File: config.mk
export PLATFORM = sky130hd
export DESIGN_NAME = avalon_master_if
export DESIGN_NICKNAME = d
export VERILOG_FILES = /design/src/rtl/avalon_pkg.sv /design/src/rtl/avm_wait_timer.sv /design/src/rtl/avalon_master_if.sv
export SDC_FILE = /design/constraint.sdc
export NUM_CORES = 1
export LEC_CHECK = 0
export CAP_MARGIN = 0
export CORE_MARGIN = 2
export CORE_UTILIZATION = 55
export CTS_CLUSTER_SIZE = 8
export DETAILED_ROUTE_END_ITERATION = 8
export DONT_BUFFER_PORTS = 1
export PLACE_DENSITY = 0.7
export SYNTH_ARGS = -nofsm -noshare
export SYNTH_HDL_FRONTEND = slang
export SYNTH_SLANG_ARGS = --single-unit
export TNS_END_PERCENT = 50
File: constraint.sdc
create_clock -name clk -period 7.6 [get_ports clk]
set_input_delay 2.28 -clock clk [delete_from_list [all_inputs] [get_ports clk]]
set_output_delay 2.28 -clock clk [all_outputs]
set_load 0.03 [all_outputs]
File: src/rtl/avalon_pkg.sv
// Shared types and constants for the Avalon-MM initiator used by the MIPS core.
package avalon_pkg;

    // Default widths and timeout depth.
    localparam int AVM_ADDR_W_DEF  = 32;
    localparam int AVM_DATA_W_DEF  = 32;
    localparam int AVM_TIMEOUT_DEF = 64;

    // Clears the byte offset so the bus only sees word addresses.
    localparam logic [31:0] AVM_WORD_MASK = 32'hFFFF_FFFC;

    // Initiator states: waiting for a core request, driving a strobe,
    // and the fixed-latency read data cycle.
    typedef enum logic [1:0] {
        IDLE  = 2'd0,
        BUS   = 2'd1,
        RDATA = 2'd2
    } avm_state_t;

endpackage

File: src/rtl/avm_wait_timer.sv
// Counts consecutive waitrequest cycles of one bus access and flags the cycle
// on which the stall limit is reached. Only built when AVM_TIMEOUT_EN is defined.
module avm_wait_timer #(
    parameter int TIMEOUT_CYCLES = 64
) (
    input  logic clk,
    input  logic reset,
    input  logic clear_i,    // high whenever no access is on the bus
    input  logic stall_i,    // bus access stalled by waitrequest this cycle
    output logic expired_o   // this stall cycle is the TIMEOUT_CYCLES-th one
);

    localparam int CNT_W = $clog2(TIMEOUT_CYCLES + 1);

    logic [CNT_W-1:0] count_q;
    logic [CNT_W-1:0] count_d;

    // Next count: held at zero outside an access, bumped on each stall cycle.
    always_comb begin
        count_d = count_q;
        if (clear_i) begin
            count_d = '0;
        end else if (stall_i) begin
            count_d = count_q + CNT_W'(1);
        end
    end

    // Stall counter register.
    always_ff @(posedge clk or posedge reset) begin
        if (reset) begin
            count_q <= '0;
        end else begin
            count_q <= count_d;
        end
    end

    assign expired_o = stall_i && (count_q == CNT_W'(TIMEOUT_CYCLES - 1));

endmodule

File: src/rtl/avalon_master_if.sv
// Avalon-MM initiator for the MIPS core: takes one word access at a time from
// the core, drives the bus honouring waitrequest, and returns a single-cycle
// response. All bus outputs and responses are registered.
// Optional feature: define AVM_TIMEOUT_EN to abort an access after
// TIMEOUT_CYCLES consecutive waitrequest cycles (reported via resp_err).
module avalon_master_if
    import avalon_pkg::*;
#(
    parameter int ADDR_W         = AVM_ADDR_W_DEF,
    parameter int DATA_W         = AVM_DATA_W_DEF,
    parameter int TIMEOUT_CYCLES = AVM_TIMEOUT_DEF
) (
    input  logic                clk,
    input  logic                reset,
    // Core request side
    input  logic                req_valid,
    output logic                req_ready,
    input  logic                req_write,
    input  logic [ADDR_W-1:0]   req_addr,
    input  logic [DATA_W-1:0]   req_wdata,
    input  logic [DATA_W/8-1:0] req_byteen,
    // Core response side
    output logic                resp_valid,
    output logic [DATA_W-1:0]   resp_rdata,
    output logic                resp_err,
    // Avalon-MM bus
    output logic [ADDR_W-1:0]   address,
    output logic                read,
    output logic                write,
    input  logic                waitrequest,
    output logic [DATA_W-1:0]   writedata,
    output logic [DATA_W/8-1:0] byteenable,
    input  logic [DATA_W-1:0]   readdata
);

    localparam int BE_W = DATA_W / 8;

    // Word mask at the configured address width.
    localparam logic [ADDR_W-1:0] ADDR_MASK = ~ADDR_W'(~AVM_WORD_MASK);

    avm_state_t        state_q, state_d;
    logic              read_q, read_d;
    logic              write_q, write_d;
    logic [ADDR_W-1:0] address_q, address_d;
    logic [DATA_W-1:0] writedata_q, writedata_d;
    logic [BE_W-1:0]   byteenable_q, byteenable_d;
    logic              resp_valid_q, resp_valid_d;
    logic [DATA_W-1:0] resp_rdata_q, resp_rdata_d;
    logic              timeout_hit;

`ifdef AVM_TIMEOUT_EN
    logic resp_err_q;

    avm_wait_timer #(
        .TIMEOUT_CYCLES (TIMEOUT_CYCLES)
    ) u_wait_timer (
        .clk       (clk),
        .reset     (reset),
        .clear_i   (state_q != BUS),
        .stall_i   ((state_q == BUS) && waitrequest),
        .expired_o (timeout_hit)
    );

    // Error flag pulses together with the aborting response.
    always_ff @(posedge clk or posedge reset) begin
        if (reset) begin
            resp_err_q <= 1'b0;
        end else begin
            resp_err_q <= timeout_hit;
        end
    end

    assign resp_err = resp_err_q;
`else
    logic unused_timeout_cfg;

    assign timeout_hit        = 1'b0;
    assign unused_timeout_cfg = (TIMEOUT_CYCLES > 0);
    assign resp_err           = 1'b0;
`endif

    // Next-state and next-output decode for the access FSM.
    always_comb begin
        // NOTE: every _d starts as its _q (pulses start at 0) so no path
        // through the case leaves a signal unassigned and infers a latch.
        state_d      = state_q;
        read_d       = read_q;
        write_d      = write_q;
        address_d    = address_q;
        writedata_d  = writedata_q;
        byteenable_d = byteenable_q;
        resp_valid_d = 1'b0;
        resp_rdata_d = resp_rdata_q;

        case (state_q)
            IDLE: begin
                if (req_valid) begin
                    address_d    = req_addr & ADDR_MASK;
                    writedata_d  = req_wdata;
                    byteenable_d = req_byteen;
                    write_d      = req_write;
                    read_d       = !req_write;
                    state_d      = BUS;
                end
            end
            BUS: begin
                if (!waitrequest) begin
                    read_d  = 1'b0;
                    write_d = 1'b0;
                    if (write_q) begin
                        resp_valid_d = 1'b1;
                        state_d      = IDLE;
                    end else begin
                        state_d = RDATA;
                    end
                end else if (timeout_hit) begin
                    read_d       = 1'b0;
                    write_d      = 1'b0;
                    resp_valid_d = 1'b1;
                    state_d      = IDLE;
                end
            end
            RDATA: begin
                resp_rdata_d = readdata;
                resp_valid_d = 1'b1;
                state_d      = IDLE;
            end
            default: begin
                state_d = IDLE;
            end
        endcase
    end

    // State and registered bus/response outputs.
    always_ff @(posedge clk or posedge reset) begin
        if (reset) begin
            state_q      <= IDLE;
            read_q       <= 1'b0;
            write_q      <= 1'b0;
            address_q    <= '0;
            writedata_q  <= '0;
            byteenable_q <= '0;
            resp_valid_q <= 1'b0;
            resp_rdata_q <= '0;
        end else begin
            // NOTE: non-blocking updates so every register samples the
            // pre-edge values and they all change together.
            state_q      <= state_d;
            read_q       <= read_d;
            write_q      <= write_d;
            address_q    <= address_d;
            writedata_q  <= writedata_d;
            byteenable_q <= byteenable_d;
            resp_valid_q <= resp_valid_d;
            resp_rdata_q <= resp_rdata_d;
        end
    end

    assign req_ready  = (state_q == IDLE);
    assign read       = read_q;
    assign write      = write_q;
    assign address    = address_q;
    assign writedata  = writedata_q;
    assign byteenable = byteenable_q;
    assign resp_valid = resp_valid_q;
    assign resp_rdata = resp_rdata_q;

endmodule
# [Yosys cells after proc, flatten, opt, wreduce, memory -nomap -nowiden]
# Index checks and enable logic that the tools add are counted.
[op_classes] bitwise=0 eq_ne=4 reduce_logical=6 mux=12 n_addsub=0 div_mod_pow=0 shift=0 multipliers=0 magnitude_cmp=0
[op_table] operator="two-way mux 2 bit" count=3
[op_table] operator="case mux 1 bit (2 select lines)" count=3
[op_table] operator="two-way mux 1 bit" count=5
[op_table] operator="inequality test 2 bit, second input constant" count=2
[op_table] operator="case mux 2 bit (2 select lines)" count=1
[op_table] operator="AND reduction 2 bit" count=2
[op_table] operator="AND reduction 3 bit" count=1
[op_table] operator="== test 2 x 1 -> 1 bit, second input constant" count=1
[op_table] operator="== test 2 bit, second input constant" count=1
[op_table] operator="logical NOT 2 bit" count=1
[op_table] operator="nonzero test 2 bit" count=1
[op_table] operator="logical NOT 1 bit" count=1
[word_totals] ramBits=0 mem_bits_ro=0 register_bits=103 n_memories=0 latch_bits=0 in_bits=105 out_inout_bits=105 wordCells=30

# [Depth between registers and ports, before layout]
# Gate-level depths: netlist of the first run.
[logic_depth] depth_word=3 mapped_depth=7 depth_no_buf=5

# [Worst setup path after synthesis of the first run]
# Ideal clock, no wire load.
[synth_timing] kind="reg2out" startpoint="register state_q[1]" endpoint="output port req_ready" required_ns=5.320 path_buffers=0 path_stages_with_launch=3 arrival_ns=0.863 slack_ns=4.457 path_cell_list="dfrtp_1 -> inv_1 -> ha_1"
[synth_between] elab_chain_cells=1
[synth_rtl] element="start, declared" line="avalon_master_if.sv:41" rtl="avm_state_t state_q, state_d;"
[synth_rtl] element="start signal, assigned" line="avalon_master_if.sv:148" rtl="state_q <= state_d;"
[synth_rtl] element="logical NOT 2 bit" line="avalon_master_if.sv:159" rtl="assign req_ready = (state_q == IDLE);"
[synth_rtl] element="end, declared" line="avalon_master_if.sv:17" rtl="output logic req_ready,"
# Every way passes these cells.

# [Worst setup path after layout of the first run]
# Ends and elaborated chain as after synthesis.

==> results.yml, run 1 <==
synth:
  synthXorXnorAreaFrac_pct: 0
  synth_top_family_by_area: "multiplexers"
  yosysMostFrequentCell: "dfrtp_1"
  yosys.area_share.simple_pct: 1.53
  yosysSeqAreaShare_pct: 63.1
  synth_compound_area_share_pct: 0.490
  yosys-top-cells-area: "dfrtp_1 (63%), mux2_2 (20%), mux2_4 (11%)"
  synth_ff_type: "dfrtp_1"
  synthesis.area_um2: 4090
  syn_avg_cell_area_um2: 17.0
  postSynthCellCount: 241
  yosys.area.top_type: "dfrtp_1"
  synth_adder_area_share_pct: 1.53
  async_flop_share_pct: 100
  synthMuxAreaShare_pct: 30.5
  synth_cell_types: 19
  synth_common_cells: "dfrtp_1 (103), mux2_2 (71), mux2_4 (29)"
  synth_edf_count: 0
  netlist.area_leader.share_pct: 63.1
  synth-seq-cells: 103
  ys.warnings.count: 0
run_status:
  status: "completed"
route:
  wl_met1_mm: 2.79
  first_iter_violations: 35
  routed-wl-met2_mm: 3.56
  top_layer_used: "met4"
  vias: 1907
  drc_errors: 0
  firstDrtPassIters: 3
  antenna_left: 0
  vias_per_cell: 5.51
  routed_wl_mm: 7.18
  wl_per_cell_um: 20.8
  wl_met3_um: 726
sta:
  rsz0062_at_grt: "false"
  worst_slew_pin_slew_ns: 1.01
  tns_ns: 0
  period_share_pct: 48.2
  slew_headroom_pct: 32.4
  period_needed_ns: 3.66
  setup_viol: 0
  hold_viol: 0
  slew_violations: 0
  max_freq_mhz: 273
  clock_skew_ns: 0.0122
  fin_ws_ns: 3.94
finish:
  layout.nets: 352
  synthToLayoutAreaGrowth_pct: 5.67
  fin_area_um2: 4320
  drive_gt1_share_pct: 48.6
  fin_util_pct: 59.8
  fillCellCount: 559
  diodes: 0
power:
  leakagePower_nw: 1.97
  irDropWorstVdd_mv: 0.262
  power_density_nw_per_um2: 567
setup_path:
  slowest_stage: "ha_1"
  worstPathMaxFanout: 5
  cp.buffers_inverters: 1
  cp_top_family: "adder cells"
  path_cells: "inv_1 -> ha_1"
  cpPeakStageDelay_ns: 0.49
  cp-end-kind: "output pin"
  cp.required_ns: 5.32
  cp-start-kind: "register"
  worst-setup-path-type: "register to output pin"
  worstPathArrival_ns: 1.38
global_route:
  grt_pass1_wl_mm: 11.2
  grt_pass1_vias: 2040
  grt_max_degree: 84
  grt_remaining_overflow: 0
  antenna_found_initial: 0
  grt.total_usage_pct: 18.0
floorplan:
  dieArea_um2: 8130
  die_h_um: 90.2
  ios: 210
  rows: 31
  coreArea_um2: 7210
  initial_core_util_pct: 56.6
  dieWidth_um: 90.2
cts:
  cts_hold_buf: 0
  cts_buffer_depth: 2
  cts_tree: "yes"
  clockRootBuffer: "clkbuf_8"
  path_clk_slew_ns: 0.09
  cts_repair_resize_count: 0
  numCtsBuffers: 9
  clk_latency_ns: 0.35
  cts_sinks: 103
  htree_levels: 3
  cts_setup_buffers: 0
worst_hold_path:
  hold_class: "register to register"
placed_design:
  place_ws_ns: 4.01
  io_buffers: 0
  place_area_um2: 4140
  gp_congestion: 0.746
  hpwl_mm: 5.18
flow_run:
  timing.max_cap.violations: 0
==> layer usage <==
metal / vias to the layer above / track usage (%)
met1: 950 / 21.5
met4: 0 / 8.08
met2: 120 / 28.7
li1: 825 / -
met3: 12 / 7.29
met5: - / 0
==> path summary, 6_finish.rpt <==
check	startpoint	end	slack, ns	cells after the start
worst max-delay path	state_q[1]	req_ready	3.94	2
worst min-delay path	state_q[0]	state_q[0]	0.62	1
worst max register to register	state_q[1]	writedata[8]	5.24	4
worst min register to register	state_q[0]	state_q[0]	0.62	1
max in group asynchronous	reset	resp_rdata[25]	4.59	2
min in group asynchronous	reset	resp_rdata[7]	1.73	1
==> kinds of logic after synthesis <==
group / after synthesis
AO/OA/AOI/OAI: 3
adder cells (fa/ha/maj): 5
buffers and inverters: 17
flip-flops: 103
multiplexers: 101
other: 1
AND/OR/NAND/NOR: 11
==> stage by stage <==
step           instances  total power [W]  hold WS, ns
6_report             346          0.00245        0.623
5_1_grt              346          0.00257        0.650
4_1_cts              346          0.00248        0.624
3_5_place_dp         330          0.00216        0.600
3_3_place_gp         330          0.00213        0.569
2_1_floorplan        243          0.00204        0.538
==> area by class of cell <==
type | count | area (um2) | area share (%)
sequential | 103 | 2580 | 59.7
multi-input combinational | 123 | 1410 | 32.6
clock buffer | 11 | 141 | 3.28
tap | 99 | 124 | 2.87
clock inverter | 5 | 38.8 | 0.899
timing repair buffer | 2 | 15.0 | 0.348
inverter | 3 | 13.8 | 0.319
==> cell usage in the layout (no fill, tap or decap), drive strengths merged <==
master / Yosys / routed
clkbuf: 0 / 11
nand2: 4 / 4
nand2b: 2 / 2
o21ai: 1 / 1
buf: 14 / 2
ha: 5 / 5
mux2: 100 / 100
o21a: 1 / 1
dfrtp: 103 / 103
nor3b: 1 / 1
nor2: 2 / 2
clkinv: 0 / 1
clkinvlp: 0 / 1
inv: 3 / 6
mux2i: 1 / 1
nor2b: 2 / 2
a21o: 1 / 1
conb: 1 / 3
==> report_power, final <==
group / total, W / switching (W) / leakage [nW] / internal [W]
combinational: 0.000551 / 0.000194 / 0.661 / 0.000357
clock: 0.000312 / 0.000180 / 0.0907 / 0.000131
sequential: 0.00159 / 0.000764 / 1.21 / 0.000822
total: 0.00245 / 0.00114 / 1.97 / 0.00131
==> registers in the layout, summed over array words and instances (netlist names) <==
register / count
resp_rdata: 32
address: 30
write: 1
writedata: 32
read: 1
resp_valid: 1
byteenable: 4
state_q: 2
(Power assumes the default switching activity.)
==> run 2, diff against run 1 <==
==> constraint.sdc (replaced) <==
create_clock -name clk -period 3.5 [get_ports clk]
set_input_delay 1.05 -clock clk [delete_from_list [all_inputs] [get_ports clk]]
set_output_delay 1.05 -clock clk [all_outputs]
set_load 0.03 [all_outputs]
==> run 2 against run 1 <==
First-iteration DRC count grew 40%; final cell count rose by 0.29%; clock-buffer cell count decreased by 1; routed wire length rose by 1.4%; cell area up 1.1%; utilization up 0.68 points; critical path depth stayed put; hold slack got worse by 0.029 ns; power increased by 120%; setup slack got worse by 2.9 ns; register-to-register slack got worse by 4.1 ns.
==> results.yml, run 2 (synthesized netlist as in run 1, its figures left out) <==
setup_path:
  worst-setup-path-type: "register to output pin"
  cp-start-kind: "register"
  cp-end-kind: "output pin"
  worstPathMaxFanout: 5
  cp.required_ns: 2.45
  worstPathArrival_ns: 1.37
flow_run:
  timing.max_cap.violations: 0
sta:
  rsz0062_at_grt: "false"
  clock_skew_ns: 0.0130
  worst_slew_pin_slew_ns: 1.01
  setup_viol: 0
  period_share_pct: 69.1
  tns_ns: 0
  slew_headroom_pct: 32.5
  max_freq_mhz: 413
  period_needed_ns: 2.42
  hold_viol: 0
  slew_violations: 0
cts:
  cts_buffer_depth: 2
  cts_hold_buf: 0
  clockRootBuffer: "clkbuf_8"
  cts_sinks: 103
  cts_setup_buffers: 0
  numCtsBuffers: 9
  cts_tree: "yes"
  cts_repair_resize_count: 0
  path_clk_slew_ns: 0.09
  htree_levels: 3
  clk_latency_ns: 0.36
route:
  vias_per_cell: 5.42
  wl_per_cell_um: 21.0
  drc_errors: 0
  routed_wl_mm: 7.29
  first_iter_violations: 49
  antenna_left: 0
  vias: 1882
  firstDrtPassIters: 3
floorplan:
  dieArea_um2: 8130
  coreArea_um2: 7210
  rows: 31
  die_h_um: 90.2
  dieWidth_um: 90.2
  initial_core_util_pct: 56.6
  ios: 210
finish:
  layout_commonest_cell: "dfrtp_1"
  layout.cells.non_filler: 347
  fin_util_pct: 60.5
  layout.nets: 352
  fillCellCount: 566
  synthToLayoutAreaGrowth_pct: 6.86
  fin_area_um2: 4370
  most-common-layout-cells: "dfrtp_1 (103), mux2_2 (71), mux2_4 (29), clkbuf_8 (10), ha_1 (5)"
  drive_gt1_share_pct: 49.0
power:
  p_int_w: 0.00292
  p_sw_w: 0.00248
  leakagePower_nw: 1.98
  p_comb_share_pct: 22.1
  clockPowerShare_pct: 14.3
  irDropWorstVdd_mv: 0.535
  switching_share_pct: 45.9
  seqPwrFrac_pct: 63.6
  power_density_nw_per_um2: 1240
global_route:
  grt_pass1_vias: 2111
  grt_pass1_wl_mm: 11.5
  antenna_found_initial: 1
  grt_remaining_overflow: 0
  grt.total_usage_pct: 18.3
  grt_max_degree: 104
placed_design:
  io_buffers: 0
  gp_congestion: 0.776
  dp.cells: 330
  place_area_um2: 4150
  hpwl_mm: 5.09
worst_hold_path:
  hold_class: "register to register"
run_status:
  status: "completed"
## run 2: power by group through the flow
stage	clock (W)	combinational, W	sequential (W)
2_1_floorplan	0	0.00111	0.00332
3_3_place_gp	0	0.00117	0.00346
3_5_place_dp	0	0.00121	0.00347
4_1_cts	0.000798	0.00121	0.00345
5_1_grt	0.000846	0.00131	0.00352
6_report	0.000771	0.00120	0.00344
## run 2: per-layer routing
layer / up-vias / GRT usage (%) / share of wire (%)
li1: 828 / - / -
met1: 926 / 22.1 / 39
met2: 116 / 29.1 / 48
met3: 12 / 7.29 / 11
met4: 0 / 8.33 / 2.1
met5: - / 0 / 0
## run 2: final timing paths
| path | start | end | slack (ns) | depth (start not counted) |
|---|---|---|---|---|
| min | state_q[0] | state_q[0] | 0.59 | 1 |
| max in group asynchronous | reset | writedata[10] | 2.39 | 2 |
| min in group asynchronous | reset | resp_rdata[30] | 0.71 | 2 |
| min reg2reg | state_q[0] | state_q[0] | 0.59 | 1 |
| max reg2reg | state_q[1] | writedata[8] | 1.15 | 4 |
| max | state_q[1] | req_ready | 1.08 | 2 |
## run 2: worst max-delay path: stages, from the launching register on
cell     delay, ns
dfrtp_1       0.39
inv_1         0.15
ha_1          0.49
## run 2: final cells by class
class / instances / area, um2 / share of cell area, %
well taps: 99 / 124 / 2.84
clock inverters: 6 / 75.1 / 1.72
inverters: 3 / 15.0 / 0.344
clock buffers: 10 / 138 / 3.15
diodes: 1 / 2.50 / 0.0573
repair buffers: 2 / 27.5 / 0.631
multi-input cells: 123 / 1410 / 32.2
flip-flops and latches: 103 / 2580 / 59.0
## run 2: stage by stage
step / worst slack (ns) / hold slack [ns] / power [W]
2_1_floorplan: 1.22 / 0.538 / 0.00443
3_3_place_gp: 1.17 / 0.564 / 0.00463
3_5_place_dp: 1.15 / 0.566 / 0.00469
4_1_cts: 1.04 / 0.594 / 0.00547
5_1_grt: 0.957 / 0.629 / 0.00567
6_report: 1.08 / 0.594 / 0.00541
